### src/rtl/status_unit.sv
// Architectural {N,Z,C,V} flag register with exception snapshot and ID->EX flag hazard tracking.
// Build option: STATUS_BYPASS_EN forwards EX flags into status instead of stalling ID.
module status_unit (
  input  logic       clk,
  input  logic       rst,
  input  logic       freeze,
  input  logic       flush,
  input  logic       id_s,
  input  logic [3:0] id_cond,
  input  logic [3:0] ex_alu_status,
  input  logic       save,
  input  logic       restore,
  output logic [3:0] status,
  output logic [3:0] saved_status,
  output logic       hazard
);

  logic [3:0] sr;
  logic [3:0] snap;
  logic       ex_s;
  logic       uses_flags;

  // 1110 and 1111 both mean "always": no flag dependency
  assign uses_flags = (id_cond != 4'b1110) && (id_cond != 4'b1111);

`ifdef STATUS_BYPASS_EN
  logic unused_bypass;
  assign unused_bypass = uses_flags;
  assign status = ex_s ? ex_alu_status : sr;
  assign hazard = 1'b0;
`else
  assign status = sr;
  assign hazard = ex_s && uses_flags && !freeze;
`endif

  assign saved_status = snap;

  always_ff @(posedge clk) begin
    if (rst) begin
      sr   <= 4'b0000;
      snap <= 4'b0000;
      ex_s <= 1'b0;
    end else if (!freeze) begin
      // a stall or squash sends a bubble into EX; the EX instruction still retires its flags
      ex_s <= (flush || hazard) ? 1'b0 : id_s;
      if (restore)
        sr <= snap;
      else if (ex_s)
        sr <= ex_alu_status;
      if (save && !restore)
        snap <= status;
    end
  end

endmodule

### config.mk
export PLATFORM = sky130hd
export DESIGN_NAME = status_unit
export DESIGN_NICKNAME = d
export VERILOG_FILES = /design/src/rtl/status_unit.sv
export SDC_FILE = /design/constraint.sdc
export NUM_CORES = 1
export LEC_CHECK = 0
export CORE_AREA = 8 8 45 47
export CTS_CLUSTER_SIZE = 25
export DETAILED_ROUTE_END_ITERATION = 7
export DIE_AREA = 0 0 53 55
export PLACE_DENSITY_LB_ADDON = 0.15
export SKIP_CTS_REPAIR_TIMING = 1
export SLEW_MARGIN = 10
export SYNTH_ARGS = -nofsm -noshare
export SYNTH_HDL_FRONTEND = slang
export SYNTH_SLANG_ARGS = --single-unit
### constraint.sdc
create_clock -name clk -period 1.1 [get_ports clk]
set_input_delay 0.165 -clock clk [delete_from_list [all_inputs] [get_ports clk]]
set_output_delay 0.165 -clock clk [all_outputs]
set_load 0.02 [all_outputs]
==> reports/metrics.cfg, run 1 <==
[status]
run_status=finished, violations left
violations_in_the_final_reports=negative setup slack

[timing]
pnr_worst_setup_slack_ns=-0.1310
fin_setup_tns_ns=-0.1310
tmin_final_ns=1.231
timing_max_transition_violations_final=0
max_freq_mhz=812.4
finalHoldViolCount=0
finalClockSkew_ns=0.008688
rsz0062_at_grt=yes
timing.max_slew.rel_slack_pct=75.01
worst_slew_pin_slew_ns=0.3736
setup-violations-final=1
layout_worst_path_cycle_share_pct=111.9

[synthesis]
synth_seq_cells=9
yosysUniqueCellTypes=14
synth_fp_nets=54
syn_area_sq_um=401.6
synth_cells=39
synth-seq-area-share_pct=44.86
synth.avg_cell_area_sq_um=10.30
yosys_warnings=0

[pwr]
power_per_cell_area_nw_per_um2=1005
vdd.ir_drop.worst_v=0.0006603
leakage_nw=0.4690

[routing]
via_count=412
postRouteWirelength_um=1254
routed_wire_length_per_instance_um=13.63
1st_pass_router_iterations=2
initialDrtViolationCount=1
drcViolationCount=0
viasPerCell=4.478
final_antenna_net_count=0

[floorplanning]
fp.coreArea_sq_um=1384
die_area_sq_um=2915
boundaryPins=24
std_cell_rows=14
die_h_um=55
starting_utilization_of_the_core_area_pct=29.02
die_w_um=53

[cts]
tritoncts=done
cts_root_buffer=sky130_fd_sc_hd__clkbuf_4
insertion_delay_ns=0.27
clk_pin_slew_worst_paths_ns=0.07
ctsHtreeMaxLevel=1
number_of_buffers_created_by_cts=3
clock_path_buffers=2
clock_sinks=9

[setup_path]
crit_path_start_kind=input pin
cp_data_required_time_ns=0.94
cp.arrival_ns=1.07
critical_path_capture_point_type=output pin
critPathMaxFanout=2
worstSetupPathType=input pin to output pin

[place]
dp.final_hpwl_um=938.5
portBuffers=22
place_worst_setup_slack_ns=-0.5997
place.gp.congestion=0.7141

[cells_and_area]
nets_finish=92
fill_cells=129
final_layout_size_suffix_gt1_share_pct=28.95
antennaDiodeCount=0
post_layout_utilization_of_the_core_pct=57.41
syn2layout_area_growth_pct=97.82

[flow_run]
maxCapViolCount=0

[hold_path]
holdCritPathClass=input pin to flop

[global_route]
initial_antenna_violation_count=0
global_route.usage.total_pct=9.136
global_route.overflow_total=0
first_global_vias=420
grt_first_pass_wirelength_um=1925
maximum_number_of_pins_on_one_net_before_global_route_repair=10

-- final cells by class --
type                            instances  area [sq um]  share of cell area, %
Sequential cell                         9         180.2                  22.68
Inverter                                1         3.754                 0.4724
Timing Repair Buffer                   36         351.6                  44.25
Clock buffer                            4         26.28                  3.307
Tap cell                               16         20.02                  2.520
Multi-Input combinational cell         26         212.7                  26.77
-- state kept, by name, summed over array words and instances, names as in the netlist --
| name | flops |
|---|---|
| saved_status | 4 |
| status | 4 |
| ex_s | 1 |
-- logic make-up (layout without fill, tap and decap cells) --
logic type,after synthesis,in the layout,synth area share [%]
AND/OR/NAND/NOR,11,11,15.27
flip-flops,9,9,44.86
multiplexers,8,8,19.94
AO/OA/AOI/OAI,7,7,13.40
buffers and inverters,4,41,6.541
-- metrics by stage --
step	area (sq um)	power, mW	std cells	hold WS [ns]
2_1_floorplan	407.9	0.4275	39	0.3581
3_5_place_dp	730.7	0.5367	88	0.5901
4_1_cts	757.0	0.8119	92	0.5472
3_3_place_gp	730.7	0.5350	88	0.5792
6_report	794.5	0.7984	92	0.3946
5_1_grt	794.5	0.8384	92	0.4375
-- synth_stat cells --
cell	number	area [sq um]
sky130_fd_sc_hd__nor3_1	1	5.000
sky130_fd_sc_hd__nor2_1	8	30.03
sky130_fd_sc_hd__buf_6	1	11.26
sky130_fd_sc_hd__buf_1	1	3.750
sky130_fd_sc_hd__a21oi_1	1	5.000
sky130_fd_sc_hd__o21ba_1	1	10.01
sky130_fd_sc_hd__inv_1	1	3.750
sky130_fd_sc_hd__buf_4	1	7.510
sky130_fd_sc_hd__mux2i_1	8	80.08
sky130_fd_sc_hd__nor3b_1	1	7.510
sky130_fd_sc_hd__a311oi_1	1	8.760
sky130_fd_sc_hd__dfxtp_1	9	180.2
sky130_fd_sc_hd__a211oi_1	4	30.03
sky130_fd_sc_hd__nor3b_4	1	18.77
-- worst max-delay path: stages --
cell and delay, ns:
sky130_fd_sc_hd__clkdlybuf4s50_1 0.41, sky130_fd_sc_hd__a311oi_2 0.30, sky130_fd_sc_hd__buf_4 0.19
-- power by group --
| part | total [mW] | switching [mW] | internal (mW) |
|---|---|---|---|
| Clock | 0.267 | 0.127 | 0.140 |
| Sequential | 0.347 | 0.00668 | 0.340 |
| Combinational | 0.185 | 0.0733 | 0.112 |
| Total | 0.798 | 0.207 | 0.592 |
-- worst paths after layout --
| kind | from | endpoint | slack (ns) | cells after the start |
|---|---|---|---|---|
| max | id_cond[3] | hazard | -0.13 | 3 |
| min | freeze | ex_s$_SDFFE_PP0N_ | 0.39 | 4 |
| max reg2reg | ex_s$_SDFFE_PP0N_ | status[0]$_SDFFE_PP0P_ | 0.09 | 4 |
| min reg2reg | status[3]$_SDFFE_PP0P_ | saved_status[3]$_SDFFE_PP0P_ | 0.58 | 3 |
-- layer usage --
layer  share of wire, %  vias to the layer above  GRT usage, %
met3                7.2                        0         5.348
met4                  0                        0         3.879
met5                  0                        -             0
met1                 42                      187         8.689
met2                 50                       10         15.82
li1                   -                      215             -
-- layout by cell type (no fill, tap or decap), drive strengths merged --
cell	Yosys	final
buf	3	15
mux2i	8	8
dfxtp	9	9
clkdlybuf4s50	0	11
dlymetal6s2s	0	10
nor2	8	8
nor3b	2	2
a211oi	4	4
a311oi	1	1
inv	1	1
a21oi	1	1
nor3	1	1
clkbuf	0	4
o21ba	1	1
Power figures use the tool's default switching activity.
==> run 2: changes to the inputs <==
Settings changed: PLACE_DENSITY_LB_ADDON 0.15 to 0.1.
==> run 2 against run 1 <==
The run still ends with negative setup slack left. Combinational power rose by 15%. Maximum frequency fell by 0.34%. Design area increased by 6.9%. Non-clock buffer count grew 3. Clock power shrank 6%. Sequential power is essentially flat. Routed wire length up 3.9%. Critical endpoint unchanged. Largest power group unchanged.
==> reports/metrics.cfg, run 2 (synthesized netlist as in run 1, its figures left out) <==
[routing]
postRouteWirelength_um=1303  ; was 1254 um
drcViolationCount=0  ; unchanged
viasPerCell=4.400  ; was 4.478
routed_wire_length_per_instance_um=13.72  ; was 13.63 um
via_count=418  ; was 412
1st_pass_router_iterations=3  ; was 2
final_antenna_net_count=0  ; unchanged
initialDrtViolationCount=4  ; was 1

[timing]
layout_worst_path_cycle_share_pct=112.3  ; was 111.9%
tmin_final_ns=1.235  ; was 1.231 ns
fin_setup_tns_ns=-0.1352  ; was -0.1310 ns
rsz0062_at_grt=yes  ; unchanged
pnr_worst_setup_slack_ns=-0.1352  ; was -0.1310 ns
finalHoldViolCount=0  ; unchanged
worst_slew_pin_slew_ns=0.2374  ; was 0.3736 ns
setup-violations-final=1  ; unchanged
timing.max_slew.rel_slack_pct=83.72  ; was 75.01%
timing_max_transition_violations_final=0  ; unchanged
max_freq_mhz=809.6  ; was 812.4 MHz
finalClockSkew_ns=0.006467  ; was 0.008688 ns

[cells_and_area]
final_cell_count_no_fill=95  ; was 92
final_layout_size_suffix_gt1_share_pct=40.51  ; was 28.95%
antennaDiodeCount=0  ; unchanged
nets_finish=95  ; was 92
leading_cell_type_in_the_layout_fill_and_taps_excluded=sky130_fd_sc_hd__buf_4  ; unchanged
syn2layout_area_growth_pct=111.5  ; was 97.82%
final_cell_mix=16 x sky130_fd_sc_hd__buf_4, 12 x sky130_fd_sc_hd__dlymetal6s2s_1, 9 x sky130_fd_sc_hd__clkdlybuf4s50_1  ; was 14 x sky130_fd_sc_hd__buf_4, 11 x sky130_fd_sc_hd__clkdlybuf4s50_1, 10 x sky130_fd_sc_hd__dlymetal6s2s_1

[global_route]
first_global_vias=456  ; was 420
grt_first_pass_wirelength_um=1856  ; was 1925 um
maximum_number_of_pins_on_one_net_before_global_route_repair=10  ; unchanged
global_route.overflow_total=0  ; unchanged
initial_antenna_violation_count=0  ; unchanged
global_route.usage.total_pct=8.798  ; was 9.136%

[hold_path]
holdCritPathClass=input pin to flop  ; unchanged
min_delay_path_depth=4  ; unchanged
timing.hold.worst_endpoint=ex_s$_SDFFE_PP0N_  ; unchanged
hold_path.startpoint=freeze  ; unchanged

[cts]
clock_sinks=9  ; unchanged
number_of_buffers_created_by_cts=3  ; unchanged
cts_root_buffer=sky130_fd_sc_hd__clkbuf_4  ; unchanged
insertion_delay_ns=0.26  ; was 0.27 ns
ctsHtreeMaxLevel=1  ; unchanged
clock_path_buffers=2  ; unchanged
clk_pin_slew_worst_paths_ns=0.06  ; was 0.07 ns
tritoncts=done  ; unchanged

[pwr]
power_per_cell_area_nw_per_um2=954.4  ; was 1005 nW/um^2
power_uw=810.8  ; was 798.4 uW
leakage_nw=0.5088  ; was 0.4690 nW
vdd.ir_drop.worst_v=0.0005583  ; was 0.0006603 V

[setup_path]
r2r_end=status[2]$_SDFFE_PP0P_  ; was status[0]$_SDFFE_PP0P_
worstSetupPathType=input pin to output pin  ; unchanged
cp_data_required_time_ns=0.94  ; about the same
cp.arrival_ns=1.07  ; about the same
critPathMaxFanout=2  ; unchanged
regToRegSetupSlack_ns=0.01  ; was 0.09 ns
worstReg2RegStart=ex_s$_SDFFE_PP0N_  ; unchanged
crit_path_start_kind=input pin  ; unchanged
r2r.worst_path.cells=4  ; unchanged
critical_path_capture_point_type=output pin  ; unchanged

[flow_run]
maxCapViolCount=0  ; unchanged

[status]
run_status=finished, violations left  ; unchanged
violations_in_the_final_reports=negative setup slack  ; unchanged

[floorplanning]
die_area_sq_um=2915  ; unchanged
fp.coreArea_sq_um=1384  ; unchanged
starting_utilization_of_the_core_area_pct=29.02  ; unchanged
boundaryPins=24  ; unchanged
die_w_um=53  ; unchanged
die_h_um=55  ; unchanged
std_cell_rows=14  ; unchanged

[place]
cell_count_after_placement=89  ; was 88
dp.final_hpwl_um=953.1  ; was 938.5 um
place.gp.congestion=0.6978  ; was 0.7141
portBuffers=22  ; unchanged

[run 2: changes by cell type in the layout (fill, tap and decap cells not counted), moves of 2 or more]
cell,change
sky130_fd_sc_hd__buf_4,+2
sky130_fd_sc_hd__a211oi_2,+2
sky130_fd_sc_hd__nor2_2,+2
sky130_fd_sc_hd__a211oi_1,-2
sky130_fd_sc_hd__clkdlybuf4s50_1,-2
sky130_fd_sc_hd__nor2_1,-3
sky130_fd_sc_hd__dlymetal6s2s_1,+2
[run 2: where the power goes]
part | switching, mW | internal, mW | total (mW)
clock | 0.112 | 0.140 | 0.252
combinational | 0.0862 | 0.125 | 0.212
sequential | 0.00668 | 0.340 | 0.347
total | 0.205 | 0.605 | 0.811
[run 2: area by class of cell]
cell class | count | area, sq um
clock buffer | 4 | 26.28
fill | 122 | 534.3
inverter | 1 | 3.754
multi-input combinational | 26 | 235.2
sequential | 9 | 181.4
tap | 16 | 20.02
timing repair buffer | 39 | 382.9
[run 2: per-stage QoR]
step	setup WS, ns	hold WS (ns)	instance area (sq um)	utilization (%)
final	-0.1352	0.4215	849.6	61.39
after global routing	-0.1720	0.4335	849.6	61.39
after CTS	-0.6620	0.5507	764.5	55.24
after detailed placement	-0.6619	0.5882	738.2	53.35
after global placement	-0.5844	0.5762	738.2	53.35
after floorplan	0.09817	0.3581	407.9	-
[run 2: metal layers]
metal  vias to the layer above  routed length [um]  track usage [%]
met5                         -                   0                0
met4                         0                   0            5.172
met3                         0                 119            4.545
met2                        12                 674            15.63
met1                       189                 509            7.903
li1                        217                   -                -
[run 2: worst max path at each step]
| stage | end | startpoint |
|---|---|---|
| after floorplan | ex_s$_SDFFE_PP0N_ | ex_s$_SDFFE_PP0N_ |
| after global placement | hazard | freeze |
| after detailed placement | hazard | id_cond[3] |
| after CTS | hazard | id_cond[3] |
| after global routing | hazard | ex_s$_SDFFE_PP0N_ |
| final | hazard | id_cond[3] |
[run 2: worst max-delay path: stages]
cell and delay (ns):
sky130_fd_sc_hd__clkdlybuf4s50_1 0.44, sky130_fd_sc_hd__a311oi_2 0.26, sky130_fd_sc_hd__buf_4 0.20
==> run 3: changes to the inputs <==
Settings changed: CAP_MARGIN from default to 10, GPL_TIMING_DRIVEN from default to 0.
==> run 3 against run 2 <==
The run still ends with negative setup slack left. Clock skew about the same. Clock-buffer cell count stayed put. Register-to-register slack better by 0.10 ns. First-iteration DRC count rose by 100%. Critical path depth did not move. Sequential power about the same. Worst setup slack got worse by 0.0054 ns. Largest cell class unchanged.
==> reports/metrics.cfg, run 3 (synthesized netlist as in run 1, its figures left out) <==
[status]
run_status=finished, violations left  ; unchanged
violations_in_the_final_reports=negative setup slack  ; unchanged

[timing]
timing.max_slew.rel_slack_pct=71.91  ; was 83.72%
max_freq_mhz=806.1  ; was 809.6 MHz
hold-worst-slack_ns=0.2813  ; was 0.4215 ns
layout_worst_path_cycle_share_pct=112.8  ; was 112.3%
finalHoldViolCount=0  ; unchanged
finalClockSkew_ns=0.006136  ; was 0.006467 ns
rsz0062_at_grt=yes  ; unchanged
timing_max_transition_violations_final=0  ; unchanged
tmin_final_ns=1.241  ; was 1.235 ns
pnr_worst_setup_slack_ns=-0.1406  ; was -0.1352 ns
worst_slew_pin_slew_ns=0.4214  ; was 0.2374 ns
setup-violations-final=1  ; unchanged

[setup_path]
worst_setup_path_startpoint=ex_s$_SDFFE_PP0N_  ; was id_cond[3]
worstReg2RegStart=ex_s$_SDFFE_PP0N_  ; unchanged
cp.arrival_ns=1.08  ; was 1.07 ns
r2r_end=status[2]$_SDFFE_PP0P_  ; unchanged
worstSetupPathType=flop to output pin  ; was input pin to output pin
cp_data_required_time_ns=0.94  ; about the same
crit_path_end=hazard  ; unchanged
regToRegSetupSlack_ns=0.11  ; was 0.01 ns
crit_path_start_kind=flop  ; was input pin
r2r.worst_path.cells=4  ; unchanged
critical_path_capture_point_type=output pin  ; unchanged
critPathMaxFanout=3  ; was 2

[floorplanning]
fp.coreArea_sq_um=1384  ; unchanged
boundaryPins=24  ; unchanged
die_area_sq_um=2915  ; unchanged
die_h_um=55  ; unchanged
starting_utilization_of_the_core_area_pct=29.02  ; unchanged
die_w_um=53  ; unchanged
std_cell_rows=14  ; unchanged

[cells_and_area]
final_layout_size_suffix_gt1_share_pct=14.06  ; was 40.51%
antennaDiodeCount=0  ; unchanged
syn2layout_area_growth_pct=70.72  ; was 111.5%
nets_finish=80  ; was 95
post_layout_utilization_of_the_core_pct=49.55  ; was 61.39%
leading_cell_type_in_the_layout_fill_and_taps_excluded=sky130_fd_sc_hd__clkdlybuf4s50_1  ; was sky130_fd_sc_hd__buf_4
final_cell_mix=10 x sky130_fd_sc_hd__clkdlybuf4s50_1, 9 x sky130_fd_sc_hd__dfxtp_1, 9 x sky130_fd_sc_hd__dlymetal6s2s_1  ; was 16 x sky130_fd_sc_hd__buf_4, 12 x sky130_fd_sc_hd__dlymetal6s2s_1, 9 x sky130_fd_sc_hd__clkdlybuf4s50_1

[cts]
number_of_buffers_created_by_cts=3  ; unchanged
insertion_delay_ns=0.25  ; was 0.26 ns
tritoncts=done  ; unchanged
clock_sinks=9  ; unchanged
clk_pin_slew_worst_paths_ns=0.06  ; about the same
clock_path_buffers=2  ; unchanged
cts_root_buffer=sky130_fd_sc_hd__clkbuf_4  ; unchanged
ctsHtreeMaxLevel=1  ; unchanged

[global_route]
initial_antenna_violation_count=0  ; unchanged
grt_first_pass_wirelength_um=1511  ; was 1856 um
maximum_number_of_pins_on_one_net_before_global_route_repair=10  ; unchanged
first_global_vias=332  ; was 456
global_route.overflow_total=0  ; unchanged
global_route.usage.total_pct=7.123  ; was 8.798%

[pwr]
power_per_cell_area_nw_per_um2=1088  ; was 954.4 nW/um^2
vdd.ir_drop.worst_v=0.0006856  ; was 0.0005583 V
power_uw=745.9  ; was 810.8 uW
leakage_nw=0.3990  ; was 0.5088 nW

[routing]
postRouteWirelength_um=1047  ; was 1303 um
1st_pass_router_iterations=4  ; was 3
final_antenna_net_count=0  ; unchanged
drcViolationCount=0  ; unchanged
via_count=360  ; was 418
initialDrtViolationCount=8  ; was 4
viasPerCell=4.500  ; was 4.400
routed_wire_length_per_instance_um=13.09  ; was 13.72 um

[place]
portBuffers=20  ; was 22
place.gp.congestion=0.6067  ; was 0.6978

[hold_path]
holdCritPathClass=input pin to flop  ; unchanged

[flow_run]
maxCapViolCount=0  ; unchanged

-- run 3: worst min-delay path by stage --
stage / end / from / slack [ns] / cells after the start
after CTS: saved_status[1]$_SDFFE_PP0P_ / rst / 0.28 / 2
after global placement: status[1]$_SDFFE_PP0P_ / status[1]$_SDFFE_PP0P_ / 0.50 / 2
final: saved_status[1]$_SDFFE_PP0P_ / rst / 0.28 / 2
after global routing: saved_status[1]$_SDFFE_PP0P_ / rst / 0.29 / 2
after floorplan: ex_s$_SDFFE_PP0N_ / freeze / 0.36 / 2
after detailed placement: status[1]$_SDFFE_PP0P_ / status[1]$_SDFFE_PP0P_ / 0.51 / 2
-- run 3: final cells by class --
| class | count | area, sq um |
|---|---|---|
| sequential | 9 | 180.2 |
| fill | 132 | 698.2 |
| buffer | 3 | 22.52 |
| timing repair buffer | 21 | 231.5 |
| multi-input combinational | 26 | 201.4 |
| tap | 16 | 20.02 |
| clock buffer | 4 | 26.28 |
| inverter | 1 | 3.754 |
-- run 3: worst max-delay path: stages, from the launching register on --
cell	delay (ns)
sky130_fd_sc_hd__dfxtp_1	0.35
sky130_fd_sc_hd__inv_1	0.05
sky130_fd_sc_hd__a311oi_2	0.22
sky130_fd_sc_hd__buf_4	0.19
-- run 3: through the flow --
stage               std cells  setup TNS (ns)  setup WS, ns  instance area [sq um]
floorplan                  39               0       0.09817                  407.9
global placement           75          -4.002       -0.7492                  628.1
detailed placement         75          -3.911       -0.7367                  628.1
CTS                        79          -3.971       -0.7412                  654.4
global route               80         -0.1963       -0.1963                  685.7
finish                     80         -0.1406       -0.1406                  685.7
-- run 3: power by group --
part           switching [mW]  internal (mW)  total [mW]
clock network           0.108          0.139       0.248
logic                  0.0617         0.0862       0.148
registers              0.0101          0.340       0.350
total                   0.180          0.566       0.746
-- run 3: metal layers --
layer / part of all wire [%] / wire length (um) / track usage, %
met4: 0 / 0 / 1.293
met5: 0 / 0 / 0
met3: 11 / 116 / 6.150
met2: 45 / 466 / 9.766
met1: 44 / 463 / 8.270
